**config.mk**
```make
export PLATFORM = sky130hd
export DESIGN_NAME = systolic_array_ctrl
export DESIGN_NICKNAME = d
export VERILOG_FILES = /design/src/rtl/systolic_array_ctrl.sv
export SDC_FILE = /design/constraint.sdc
export NUM_CORES = 1
export LEC_CHECK = 0
export CAP_MARGIN = 25
export CELL_PAD_IN_SITES_DETAIL_PLACEMENT = 1
export CELL_PAD_IN_SITES_GLOBAL_PLACEMENT = 1
export CORE_ASPECT_RATIO = 0.9
export CORE_MARGIN = 2
export CORE_UTILIZATION = 42
export DETAILED_ROUTE_END_ITERATION = 10
export GPL_ROUTABILITY_DRIVEN = 0
export HOLD_SLACK_MARGIN = 0.06
export PLACE_DENSITY = 0.94
export SLEW_MARGIN = 0
export SYNTH_ARGS = -nofsm -noshare
export SYNTH_HDL_FRONTEND = slang
export SYNTH_SLANG_ARGS = --single-unit
export TNS_END_PERCENT = 30
```
**constraint.sdc**
```tcl
create_clock -name clk -period 5.88 [get_ports clk]
set_input_delay 0.588 -clock clk [delete_from_list [all_inputs] [get_ports clk]]
set_output_delay 0.588 -clock clk [all_outputs]
set_load 0.01 [all_outputs]
```
**src/rtl/systolic_array_ctrl.sv**
```systemverilog
// Sequencer for a weight-stationary systolic array: clears PE weights, shifts weight rows
// in bottom-first, streams activation vectors, drains the pipeline and pulses done.
module systolic_array_ctrl #(
  parameter int ROWS  = 4,
  parameter int COLS  = 4,
  parameter int CNT_W = 16
) (
  input  logic                      clk,
  input  logic                      reset,
  input  logic                      start,
  input  logic                      abort,
  input  logic [CNT_W-1:0]          cfg_num_vec,
  input  logic                      stall,
  output logic                      PE_clear_weight,
  output logic                      PE_weight_partial_sel,
  output logic                      PE_mac_enable,
  output logic                      wet_rd_en,
  output logic [$clog2(ROWS)-1:0]   wet_rd_addr,
  output logic                      act_rd_en,
  output logic [CNT_W-1:0]          act_rd_addr,
  output logic                      busy,
  output logic                      done,
  output logic [2:0]                dbg_state
);

  localparam int AW = $clog2(ROWS);
  localparam int DW = $clog2(ROWS + COLS);
  localparam logic [AW-1:0] LAST_ROW  = AW'(ROWS - 1);
  localparam logic [DW-1:0] DRAIN_LEN = DW'(ROWS + COLS - 1);

  typedef enum logic [2:0] {
    IDLE   = 3'd0,
    CLEAR  = 3'd1,
    LOAD_W = 3'd2,
    SETTLE = 3'd3,
    MAC    = 3'd4,
    DRAIN  = 3'd5,
    DONE   = 3'd6
  } state_t;

  state_t           r_state, w_next_state;
  logic [CNT_W-1:0] r_num_vec, w_num_vec;
  logic [CNT_W-1:0] r_mac_cnt, w_mac_cnt;
  logic [DW-1:0]    r_drn_cnt, w_drn_cnt;
  logic [AW-1:0]    r_wet_cnt, w_wet_cnt;

  logic             w_clear, w_sel, w_mac_en, w_wet_en, w_act_en, w_busy, w_done;
  logic [AW-1:0]    w_wet_addr;
  logic [CNT_W-1:0] w_act_addr;

  // Outputs are decoded from the state being entered, so each registered strobe
  // lines up with the cycle that state occupies; stall is sampled at that same edge.
  always_comb begin
    w_next_state = r_state;
    w_num_vec    = r_num_vec;
    w_mac_cnt    = r_mac_cnt;
    w_drn_cnt    = r_drn_cnt;
    w_wet_cnt    = r_wet_cnt;
    w_clear      = 1'b0;
    w_sel        = 1'b0;
    w_mac_en     = 1'b0;
    w_wet_en     = 1'b0;
    w_act_en     = 1'b0;
    w_wet_addr   = '0;
    w_act_addr   = '0;

    case (r_state)
      IDLE: begin
        if (start && !abort) begin
          w_num_vec    = cfg_num_vec;
          w_next_state = (cfg_num_vec == '0) ? DONE : CLEAR;
        end
      end
      CLEAR: begin
        w_next_state = LOAD_W;
        w_wet_cnt    = LAST_ROW;
      end
      LOAD_W: begin
        if (r_wet_cnt == '0) w_next_state = SETTLE;
        else                 w_wet_cnt    = r_wet_cnt - 1'b1;
      end
      SETTLE: begin
        w_next_state = MAC;
        w_mac_cnt    = '0;
      end
      MAC: begin
        if (r_mac_cnt == r_num_vec) begin
          w_next_state = DRAIN;
          w_drn_cnt    = '0;
        end
      end
      DRAIN: begin
        if (r_drn_cnt == DRAIN_LEN) w_next_state = DONE;
      end
      DONE:    w_next_state = IDLE;
      default: w_next_state = IDLE;
    endcase

    if (abort && r_state != IDLE) w_next_state = IDLE;

    case (w_next_state)
      CLEAR: w_clear = 1'b1;
      LOAD_W: begin
        w_sel      = 1'b1;
        w_wet_en   = 1'b1;
        w_wet_addr = w_wet_cnt;
      end
      MAC: begin
        w_act_addr = w_mac_cnt;
        if (!stall) begin
          w_mac_en  = 1'b1;
          w_act_en  = 1'b1;
          w_mac_cnt = w_mac_cnt + 1'b1;
        end
      end
      DRAIN: begin
        if (!stall) begin
          w_mac_en  = 1'b1;
          w_drn_cnt = w_drn_cnt + 1'b1;
        end
      end
      default: ;
    endcase

    w_busy = (w_next_state != IDLE);
    w_done = (w_next_state == DONE);
  end

  always_ff @(posedge clk) begin
    if (reset) begin
      r_state               <= IDLE;
      r_num_vec             <= '0;
      r_mac_cnt             <= '0;
      r_drn_cnt             <= '0;
      r_wet_cnt             <= '0;
      PE_clear_weight       <= 1'b0;
      PE_weight_partial_sel <= 1'b0;
      PE_mac_enable         <= 1'b0;
      wet_rd_en             <= 1'b0;
      wet_rd_addr           <= '0;
      act_rd_en             <= 1'b0;
      act_rd_addr           <= '0;
      busy                  <= 1'b0;
      done                  <= 1'b0;
    end else begin
      r_state               <= w_next_state;
      r_num_vec             <= w_num_vec;
      r_mac_cnt             <= w_mac_cnt;
      r_drn_cnt             <= w_drn_cnt;
      r_wet_cnt             <= w_wet_cnt;
      PE_clear_weight       <= w_clear;
      PE_weight_partial_sel <= w_sel;
      PE_mac_enable         <= w_mac_en;
      wet_rd_en             <= w_wet_en;
      wet_rd_addr           <= w_wet_addr;
      act_rd_en             <= w_act_en;
      act_rd_addr           <= w_act_addr;
      busy                  <= w_busy;
      done                  <= w_done;
    end
  end

  assign dbg_state = r_state;

endmodule
```
* Word-level counts from Yosys, hierarchy flattened
Cells that the tools add are included.
** Word-level totals
- Output and inout port bits :: 28
- Logic and storage cells :: 63
- Input bits :: 21
- Latch bits :: 0
- Register bits after elaboration :: 64
- Bits in read-only memories :: 0
- Memories :: 0
- Bits in writable memories :: 0
** Cells by class
- $mul :: 0
- $lt $le $gt $ge :: 0
- Reductions and logical operators :: 13
- Add/subtract/negate cells :: 3
- Div/mod/pow operators :: 0
- Bitwise gates (word level) :: 3
- Shift-type cells :: 0
- Eq/ne operators :: 12
- Multiplexer cells :: 19
** Operator list (number)
- two-way mux 16 bit :: 3
- two-way mux 3 bit :: 10
- == test 3 bit, second input constant :: 6
- case mux 3 bit (6 select lines) :: 1
- adder 16 x 1 -> 16 bit, second input constant :: 1
- == test 16 bit :: 1
- logical NOT 16 bit :: 1
- == test 3 x 2 -> 1 bit, second input constant :: 3
- OR reduction 2 bit :: 4
- == test 3 x 1 -> 1 bit, second input constant :: 2
- nonzero test 3 bit :: 2
- case mux 2 bit (2 select lines) :: 1
- adder 3 x 1 -> 3 bit, second input constant :: 1
- logical NOT 3 bit :: 1
- two-way mux 1 bit :: 3
- NOT 1 bit :: 3
- logical AND 1 bit :: 2
- logical NOT 2 bit :: 1
- two-way mux 2 bit :: 1
- AND reduction 2 bit :: 1
- subtractor 2 x 1 -> 2 bit, second input constant :: 1
- logical NOT 1 bit :: 1

* Longest topological paths before layout
Gate-level depths: netlist of run 1.
- Depth after elaboration :: 9
- Gate-level depth with buffers :: 12
- Gate-level depth less buffers :: 9

* Worst setup path before layout of run 1
Ideal clock, no wire load.
- Path kind :: reg2reg
- Start point :: reg r_state[2] (netlist: dbg_state[2])
- End point :: reg r_mac_cnt[12]
- Clock period less this slack :: 2401 ps
- Stages on the path, launching flop included :: 13
- Path buffers :: 3
- Required time :: 5757 ps
- Setup time :: 123 ps
- Slack :: 3479 ps
- Data arrival time :: 2277 ps
- Cell sequence :: dfxtp_1 buf_2 nand3b_1 clkbuf_1 nand2_1 inv_1 ha_1 nand2_1 nor2_1 and4b_1 buf_2 nor2b_1 mux2_1
** Between the ends
- Longest elaborated chain between the ends :: 5
- Elaborated cells on any way between the ends :: 19
- Those cells by class :: add/sub (1); eq/ne (6); mux (9); reduce/logical (3)
** RTL lines
- from (decl) :: line 41 : state_t r_state, w_next_state;
- from (signal assigned) :: line 146 : r_state <= w_next_state;
- == test 3 x 2 -> 1 bit (tied with other cells) :: line 67 : case (r_state)
- two-way mux 16 bit (tied with other cells) :: line 67
- adder 16 x 1 -> 16 bit or two-way mux 3 bit (tied branches) :: line 113, 99
- two-way mux 16 bit or == test 3 bit (tied branches) :: line 110, 101
- two-way mux 16 bit * :: line 101 : case (w_next_state)
- to (signal assigned) :: line 148 : r_mac_cnt <= w_mac_cnt;
- to (decl) :: line 43 : logic [CNT_W-1:0] r_mac_cnt, w_mac_cnt;
Every way passes the cells marked *; elsewhere a longest branch is shown, timed or not.
A chain may end at the register's enable or synchronous reset.

* Worst setup path after layout of run 1
- Start point :: in abort
- End point :: reg r_mac_cnt[5]
** Between the ends
- Longest elaborated chain between the ends :: 7
- Elaborated cells on any way between the ends :: 8
- Those cells by class :: eq/ne (1); mux (4); reduce/logical (3)
** RTL lines
- from (decl) :: line 11 : input logic abort,
- logical NOT 1 bit :: line 69 : if (start && !abort) begin
- logical AND 1 bit :: line 69
- two-way mux 3 bit :: line 69
- case mux 3 bit (6 select lines) :: line 67
- two-way mux 3 bit * :: line 99 : if (abort && r_state != IDLE) w_next_state = IDLE;
- == test 3 bit * :: line 101
- two-way mux 16 bit * :: line 101
Marks and branches as above.

==> impl_results.md, run 1 <==
* Status: finished, final reports clean
* Leakage at 1.26 nW
* Fin Setup TNS at 0 ns
* # Post-CTS Setup Buffers at 0
* VDD IR max at approximately 0.13 mV
* Fin Clk Skew at between 0.015 and 0.02 ns
* Initial Util at 0.428
* Critical Path Fanout Max at 18
* H-Tree Depth at 3
* Cts hold-fix bufs at 0
* Starting DRT DRC Count at 134
* Post-Syn Nets at about 350
* Die ar. at 0.00728 sq mm
* Resize count post-CTS at 0
* Max-cap violations at 0
* Finished Layout Cells at roughly 470
* Yosys cell types at 47
* Hold path endpoint: r_num_vec[9]$_SDFFE_PP0P_
* Worst hold path depth at 2
* Power Density at 267 mW/mm^2
* Cells after Synth at between 300 and 400
* Clock Latency Late Sink at approximately 0.35 ns
* Total GRT Usage at 0.213
* Post-synth EDFFs at 0
* Hpwl dp at about 5.3 mm
* Synth Cell Area at ~0.0028 sq mm
* Max-slew violations at 0
* Synth Area in XOR/XNOR at 0.0505
* Pre-CTS setup slack at ~2.5 ns
* Worst min path class: reg2reg
* DP Area at between 0.003 and 0.004 sq mm
* Share of synthesized cell area in and, or, nand and nor gates at 0.296
* Tmin final at 2.98 ns
* Period utilisation layout at 0.507
* Drc violations at 0
* Reg2Reg Launch Point: dbg_state[2]$_SDFF_PP0_
* Reg2reg end: r_mac_cnt[12]$_SDFF_PP0_
* Vias at between 2k and 2.5k
* Relative slew slack at 0.513
* Yosys warnings at 0
* Clk sinks at 64
* Main synth FF type: dfxtp_1
* Clock Tree Buf Depth at 2
* Worst EP required at around 6.2 ns
* WP data arrival at around 3.3 ns
* Share of cells above drive strength 1 at 0.0773
* Grt ovf at 0
* Footprint of the multi-input gates at roughly 0.0014 sq mm
* Final WS setup at 2.90 ns
* Height of the die at 81.1 um
* DRT antenna net count at 0
* Router iterations before antenna repair at 4
* Initial antenna violation count at 0
* Final setup viols at 0
* Number of cell rows at 28
* I/O pins at 49
* Finished Cell Area at between 0.003 and 0.004 sq mm
* I/O Buffers at 48
* Hold Vio Cnt, Final at 0
* # diodes at 0
* Cell count after placement at between 400 and 500
* Synth Area in Adders at 0.00901
* Register area at roughly 0.0013 sq mm
* Clk pin slew, worst setup/hold paths at about 0.08 ns
* Peak Freq at about 340 MHz
* Critical path capture point type: flip-flop
* Worst Setup Start Kind: input pin
* Vias in the first global route at about 2.5k
* Final net count at a little under 400
* Post-synthesis mux area share at 0.00766
* DR vias/cell at 5.34
* Main combinational cell family by area after synthesis: simple AND/OR/NAND/NOR gates
* Unrepaired setup endpoints after global routing: no
* Crit Path Category: in2reg
* Ys async rst share at 0
* R2R cell count at 9
* TritonCTS clock tree: yes
* First-pass GRT wire length at 12.0 mm
* Layout area overhead at 26.4%
* Min-delay src: r_num_vec[9]$_SDFFE_PP0P_
* Root buffer cell: clkbuf_8
* Syn_area_per_cell at between 8 and 9 sq um
* TritonCTS Buffers at 9
* Worst-margin pin slew at around 0.73 ns
* Post-synthesis compound-gate area fraction at 0.132
* Largest net degree at the start of global routing at 37
* Yosys reg bits at 64
* R2r setup slk at slightly above 3 ns
* Filler Cell Count at 781
* Die width at roughly 90 um
* Standard cell core area at approximately 0.0065 sq mm
* Routed wire per std cell at between 15 and 20 um
* Routed wire length at ~7.3 mm
* Post-synthesis sequential area ratio at 0.461
==> cell usage in the layout, fill, tap and decap left out, drive strengths merged, types with 2 or more instances in the layout <==
cell type	synthesis	routed
bufinv	0	2
a31oi	3	3
clkbuf	9	11
nor3	6	6
and3	5	5
or4	2	2
nor2	22	22
o31ai	2	2
nand2b	4	4
nand4	11	11
a21o	6	6
clkinvlp	0	2
nor4	5	5
dfxtp	64	64
or2	2	2
nor3b	2	2
nand3	14	14
nand3b	2	2
a31o	2	2
and4bb	2	2
clkdlybuf4s50	0	48
a41o	2	2
nor2b	2	2
or3	4	4
ha	2	2
inv	8	8
nand2	53	53
o21ai	8	8
a21oi	36	36
and2	15	15
xnor2	16	16
==> critical path: stages <==
cell	delay, ns
clkdlybuf4s50_1	0.48
nor2_1	0.18
nand3_2	0.32
o21ai_2	0.33
nand2_2	0.11
nand4bb_1	0.47
or4_1	0.63
a21oi_1	0.15
==> stage by stage <==
step	power (mW)	util	hold WS (ns)
6_report	0.936	0.541	0.472
4_1_cts	0.942	0.541	0.475
3_5_place_dp	0.522	0.507	0.467
3_3_place_gp	0.519	0.507	0.459
2_1_floorplan	0.493	-	0.449
5_1_grt	0.967	0.541	0.492
==> how the worst max path moves through the flow <==
stage                                       start                       end
after floorplan           dbg_state[2]$_SDFF_PP0_  r_mac_cnt[12]$_SDFF_PP0_
after global placement                      abort   r_mac_cnt[5]$_SDFF_PP0_
after detailed placement                    abort   r_mac_cnt[5]$_SDFF_PP0_
after CTS                                   abort   r_mac_cnt[5]$_SDFF_PP0_
after global routing                        abort   r_mac_cnt[5]$_SDFF_PP0_
final                                       abort   r_mac_cnt[5]$_SDFF_PP0_
==> kinds of logic after synthesis <==
family,count (synthesis)
buffers and inverters,27
adders and majority gates,2
xor gates and xnor gates,16
muxes,2
DFF,64
and+or+nand+nor,156
AOI/OAI and AO/OA,62
==> flip-flops by register name, indices dropped and copies added (netlist names) <==
name,cells
done,1
PE_clear_weight,1
busy,1
r_num_vec,16
r_wet_cnt,2
act_rd_en,1
act_rd_addr,16
wet_rd_en,1
wet_rd_addr,2
r_drn_cnt,3
r_mac_cnt,16
PE_mac_enable,1
dbg_state,3
==> metal layers <==
metal  GRT usage  routed length, um
met1       0.254               3240
met2       0.369               3570
met3      0.0510                360
met4       0.100                174
met5           0                  0
==> where the power goes <==
group          internal [mW]  switching (mW)
logic                 0.0306          0.0333
registers              0.442         0.00698
clock network          0.250           0.174
==> cell type report <==
cell class,count,share of cell area
clock buffers,11,0.0403
clock inverters,5,0.0228
repair buffers,49,0.139
inverters,8,0.00856
multi-input cells,238,0.392
well taps,90,0.0321
flip-flops and latches,64,0.365
==> cells in the mapped netlist, drive strengths merged (6+ instances only) <==
cell type	number	share of area
dfxtp	64	0.46
nand2	53	0.073
a21oi	36	0.065
nor2	22	0.031
xnor2	16	0.050
and2	15	0.034
nand3	14	0.027
nand4	11	0.025
buf	10	0.020
clkbuf	9	0.012
inv	8	0.011
o21ai	8	0.016
a21o	6	0.016
nor3	6	0.011
Note: power is estimated with default switching activity, not from simulation.
==> run 2, diff against run 1 <==
Settings changed: CORE_UTILIZATION 42 to 35, PLACE_DENSITY 0.94 to 0.85.
Clock period 5.88 ns to 2.7 ns, I/O delays scaled along.
==> run 2 against run 1 <==
Effect of this change: clock skew fell by 0.0092 ns; register-to-register slack got worse by 2.9 ns; combinational power rose by 140%; first-iteration DRC count fell by 26%; largest power group is now clock.
==> impl_results.md, run 2 (synthesis gave the netlist of run 1 again) <==
* Tmin final at 2.49 ns
* Final setup viols at 0 (unchanged)
* I/O Buffers at 48 (unchanged)
* Commonest non-fill, non-tap cell in the layout: dfxtp_1
* Int Pwr at 1.63 mW (+130%)
* Part of the power in registers at 0.464 (-0.015)
* Critical Path Fanout Max at 11 (-7)
* Hold Vio Cnt, Final at 0 (unchanged)
* Most frequent CP cell: nand4_1
* Max stage delay on crit path at 0.46 ns (-0.17 ns)
* Unrepaired setup endpoints after global routing: no
* Finished Cell Area at 0.00365 sq mm (+4.1%)
* Starting DRT DRC Count at 99 (-26%)
* Fin Setup TNS at 0 ns (unchanged)
* Clock Latency Late Sink at 0.36 ns (about the same)
* Share of power burned in the clock network at 0.464 (+0.012)
* Most frequent cells in the layout: 64 x dfxtp_1, 52 x nand2_1, 48 x clkdlybuf4s50_1, 35 x a21oi_1, 21 x nor2_1
* TritonCTS clock tree: yes
* DR vias/cell at 5.31 (-0.54%)
* Peak Freq at ~400 MHz
* Drc violations at 0 (unchanged)
* Critical Path, Cell by Cell: xnor2_1 -> nand4_1 -> nor4_1 -> nand4_1 -> and2_1 -> ha_1 -> nand3_1 -> a21oi_1
* Die ar. at 0.00866 sq mm (+19%)
* Share of cells above drive strength 1 at 0.118 (+0.0406)
* Number of cell rows at 30 (+7.1%)
* Max-cap violations at 0 (unchanged)
* P_sw at 0.476 mW (+120%)
* Crit Path Category: reg2reg
* Final Hold Slack at 0.470 ns (-0.00252 ns)
* Worst-margin pin slew at 0.497 ns (-0.234 ns)
* Vias in the first global route at 2721 (+7.3%)
* Clock Tree Buf Depth at 2 (unchanged)
* Period utilisation layout at 0.922
* WP data arrival at 2.77 ns (-0.49 ns)
* VDD IR max at 0.311 mV (+150%)
* Worst Setup Start Kind: flip-flop
* Critical path depth in cells at 8 (unchanged)
* First-pass GRT wire length at 13.4 mm (+12%)
* Layout area overhead at 31.5%
* Initial antenna violation count at 0 (unchanged)
* Status: finished, final reports clean
* # Post-CTS Setup Buffers at 0 (unchanged)
* Initial Util at 0.364 (-0.0640)
* Clk pin slew, worst setup/hold paths at 0.07 ns (about the same)
* Grt ovf at 0 (unchanged)
* Largest net degree at the start of global routing at 22 (-41%)
* Total GRT Usage at 0.201 (-0.0114)
* Utilization after layout at 0.479 (-0.0622)
* Filler Cell Count at 918 (+18%)
* Leakage at 1.34 nW (+6.7%)
* Logic pwr share at 0.072 (+0.004)
* Critical path capture point type: flip-flop
* Root buffer cell: clkbuf_8
* Relative slew slack at 0.667 (+0.155)
* H-Tree Depth at 3 (unchanged)
* Routed wire per std cell at 16.7 um (+5.4%)
* I/O pins at 49 (unchanged)
* Final net count at 408 (+3.8%)
* Vias at 2580 (+3.9%)
* Routed wire length at 8.09 mm (+10%)
* Die width at 97.9 um (+9.1%)
* # diodes at 0 (unchanged)
* Worst hold path depth at 2 (unchanged)
* Power Density at 577 mW/mm^2 (+120%)
* Worst min path class: reg2reg
* Sw frac at 0.226 (-0.00290)
* Biggest regs: act_rd_addr x16, r_mac_cnt x16, r_num_vec x16
* Router iterations before antenna repair at 4 (unchanged)
* R2R cell count at 8 (-1)
* Worst-path cell with the longest stage delay: nand4_1
* CP Buf/Inv Count at 0 (-1)
* Clk sinks at 64 (unchanged)
* Critical path's top delay family: simple AND/OR/NAND/NOR gates
* TritonCTS Buffers at 9 (unchanged)
* Standard cell core area at 0.00762 sq mm (+18%)
* Worst EP required at 2.98 ns (-3.19 ns)
* DP Area at 0.00341 sq mm (+3.7%)
* Fin Clk Skew at 0.00716 ns (-0.00915 ns)
* DRT antenna net count at 0 (unchanged)
* Height of the die at 88.5 um (+9.1%)
* Hpwl dp at 6.00 mm (+13%)
* Max-slew violations at 0 (unchanged)
* Design Power at 2.11 mW (+120%)
[run 2: worst paths after layout]
path,startpoint,to,slack (ns)
min reg2reg,r_num_vec[15]$_SDFFE_PP0P_,r_num_vec[15]$_SDFFE_PP0P_,0.47
max,r_mac_cnt[0]$_SDFF_PP0_,r_drn_cnt[1]$_SDFF_PP0_,0.21
min,r_num_vec[15]$_SDFFE_PP0P_,r_num_vec[15]$_SDFFE_PP0P_,0.47
max reg2reg,r_mac_cnt[0]$_SDFF_PP0_,r_drn_cnt[1]$_SDFF_PP0_,0.21
[run 2: repair_timing]
action                     4_1_cts  5_1_grt
hold buffers                     0        0
resized for setup                0        1
setup endpoints to repair        0        1
[run 2: per-layer routing]
layer,track usage,routed length [um]
met5,0,0
met2,0.348,3960
met4,0.117,206
met3,0.0442,381
met1,0.233,3540
[run 2: power groups by stage]
stage / sequential, mW / combinational [mW] / clock, mW
after floorplan: 0.994 / 0.0791 / 0
after global placement: 0.996 / 0.143 / 0
after detailed placement: 0.998 / 0.150 / 0
after CTS: 0.976 / 0.152 / 0.996
after global routing: 0.978 / 0.167 / 1.03
final: 0.976 / 0.152 / 0.978
[run 2: through the flow]
step                setup WS, ns  instances
global route              0.0656        486
finish                     0.210        486
detailed placement     -0.000534        470
floorplan                  0.299        329
CTS                        0.172        486
global placement          0.0676        470
[run 2: final cells by class]
| type | count | area [sq um] | share of cell area |
|---|---|---|---|
| multi-input combinational | 238 | 1380 | 0.378 |
| sequential | 64 | 1280 | 0.351 |
| timing repair buffer | 64 | 601 | 0.164 |
| clock buffer | 12 | 165 | 0.0452 |
| tap | 96 | 120 | 0.0329 |
| clock inverter | 4 | 75.1 | 0.0206 |
| inverter | 8 | 30.0 | 0.00822 |
[run 2: worst reg2reg max path, cell delays in order, from the launching register on]
cell	delay, ns
dfxtp_1	0.43
xnor2_1	0.17
nand4_1	0.12
nor4_1	0.32
nand4_1	0.46
and2_1	0.38
ha_1	0.29
nand3_1	0.08
a21oi_1	0.17
==> run 3, diff against run 2 <==
Settings changed: CORE_ASPECT_RATIO 0.9 to 1.1.
==> run 3 against run 2 <==
Effect of this change: maximum frequency is 1.2% higher; die area hardly changed; global-route usage is 1.5 points lower; largest power group unchanged; sequential power hardly changed; worst setup slack better by 0.029 ns; combinational power is 4% lower; clock power is 5% higher.
==> impl_results.md, run 3 (synthesis gave the netlist of run 1 again) <==
* Cts hold-fix bufs at 0 (unchanged)
* Max-slew violations at 0 (unchanged)
* Clk sinks at 64 (unchanged)
* Drc violations at 0 (unchanged)
* Leakage at 1.35 nW (+0.44%)
* TritonCTS Buffers at 9 (unchanged)
* R2R cell count at 7 (-1)
* Worst Setup Start Kind: input pin
* Filler Cell Count at 935 (+1.9%)
* Biggest regs: act_rd_addr x16, r_mac_cnt x16, r_num_vec x16
* Final net count at 408 (unchanged)
* Layout area overhead at 32.1%
* Critical Path End: r_mac_cnt[4]$_SDFF_PP0_
* Clk pin slew, worst setup/hold paths at 0.07 ns (about the same)
* DRT antenna net count at 0 (unchanged)
* Register area at 0.00128 sq mm (unchanged)
* Most frequent cells in the layout: 64 x dfxtp_1, 52 x nand2_1, 48 x clkdlybuf4s50_1, 36 x a21oi_1, 21 x nor2_1
* Final setup viols at 0 (unchanged)
* Status: finished, final reports clean
* Max-cap violations at 0 (unchanged)
* Worst-margin pin slew at 0.445 ns (-0.0528 ns)
* Worst Setup SP: cfg_num_vec[10]
* Die width at 88.9 um (-9.2%)
* Worst EP required at 2.99 ns (about the same)
* Total GRT Usage at 0.186 (-0.0149)
* Share of cells above drive strength 1 at 0.113 (-0.00513)
* First-pass GRT wire length at 12.3 mm (-8.1%)
* Design Power at 2.15 mW (+2.2%)
* Clock Latency Late Sink at 0.36 ns (about the same)
* Largest net degree at the start of global routing at 19 (-14%)
* Min-delay src: r_num_vec[6]$_SDFFE_PP0P_
* Routed wire per std cell at 15.1 um (-9.5%)
* Tmin final at 2.46 ns (-0.0292 ns)
* Relative slew slack at 0.703 (+0.0358)
* Number of cell rows at 34 (+13%)
* Critical path capture point type: flip-flop
* Initial antenna violation count at 0 (unchanged)
* Die ar. at 0.00866 sq mm (about the same)
* Peak Freq at 406 MHz (+1.2%)
* Fin Clk Skew at 0.0113 ns (+0.00417 ns)
* # diodes at 0 (unchanged)
* Power Density at 587 mW/mm^2 (+1.7%)
* DR vias/cell at 5.10 (-3.8%)
* Utilization after layout at 0.471 (-0.00808)
* I/O Buffers at 48 (unchanged)
* Clock Tree Buf Depth at 2 (unchanged)
* Grt ovf at 0 (unchanged)
* Standard cell core area at 0.00778 sq mm (+2.2%)
* Router iterations before antenna repair at 4 (unchanged)
* VDD IR max at 0.277 mV (-11%)
* Root buffer cell: clkbuf_8
* Starting DRT DRC Count at 163 (+65%)
* # Post-CTS Setup Buffers at 0 (unchanged)
* Final Hold Slack at 0.472 ns (+0.00224 ns)
* Crit Path Category: in2reg
* Height of the die at 97.4 um (+10%)
* Footprint of the multi-input gates at 0.00138 sq mm (-0.27%)
* Critical Path Fanout Max at 6 (-5)
* Reg2reg end: r_mac_cnt[4]$_SDFF_PP0_
* WP data arrival at 2.75 ns (-0.02 ns)
* Reg2Reg Launch Point: dbg_state[1]$_SDFF_PP0_
* TritonCTS clock tree: yes
* I/O pins at 49 (unchanged)
* H-Tree Depth at 3 (unchanged)
* Commonest non-fill, non-tap cell in the layout: dfxtp_1
* Period utilisation layout at 0.912 (-0.0108)
* Initial Util at 0.357 (-0.00773)
* Unrepaired setup endpoints after global routing: no
* Vias at 2542 (-1.5%)
* Routed wire length at 7.50 mm (-7.3%)
* Hpwl dp at 5.62 mm (-6.3%)
* Vias in the first global route at 2572 (-5.5%)
* Worst min path class: reg2reg
* Resize count post-CTS at 0 (unchanged)
* Hold Vio Cnt, Final at 0 (unchanged)
* R2r setup slk at 0.30 ns (+0.09 ns)
[run 3: cell type report]
cell class                 instances  share of cell area
timing repair buffer              64               0.164
inverter                           8             0.00819
sequential                        64               0.349
multi-input combinational        238               0.375
clock inverter                     5              0.0283
clock buffer                      11              0.0386
tap                              108              0.0368
[run 3: power breakdown]
part	switching, mW	leakage, nW	internal [mW]
Clock	0.390	0.124	0.639
Sequential	0.0151	0.518	0.962
Combinational	0.0740	0.704	0.0723
Total	0.479	1.35	1.67
[run 3: worst min-delay path by stage]
stage                                           end  depth (start not counted)
after global placement    r_num_vec[3]$_SDFFE_PP0P_                          2
after global routing      r_num_vec[6]$_SDFFE_PP0P_                          2
after CTS                 r_num_vec[6]$_SDFFE_PP0P_                          2
after detailed placement  r_num_vec[6]$_SDFFE_PP0P_                          2
after floorplan            PE_mac_enable$_SDFF_PP0_                          1
final                     r_num_vec[6]$_SDFFE_PP0P_                          2
[run 3: stage by stage]
| stage | setup TNS [ns] | cells | area (sq um) | setup WS (ns) |
|---|---|---|---|---|
| after floorplan | 0 | 329 | 2780 | 0.299 |
| after global placement | 0 | 482 | 3420 | 0.0557 |
| after detailed placement | -0.358 | 482 | 3420 | -0.122 |
| after CTS | 0 | 498 | 3670 | 0.222 |
| after global routing | 0 | 498 | 3670 | 0.0810 |
| final | 0 | 498 | 3670 | 0.239 |
[run 3: routing by layer]
layer / vias to the layer above / share of wire / global-route usage
met1: 1223 / 0.44 / 0.226
li1: 1245 / - / -
met4: 0 / 0.025 / 0.0758
met2: 59 / 0.50 / 0.305
met5: - / 0 / 0
met3: 15 / 0.035 / 0.0518
[run 3: critical path, cell delays in order]
cell             delay [ns]
clkdlybuf4s50_1        0.43
nor4_2                 0.37
nand4_1                0.25
o21ai_2                0.21
nand2_2                0.08
nand4bb_1              0.35
buf_4                  0.25
or3_1                  0.36
a21oi_1                0.17
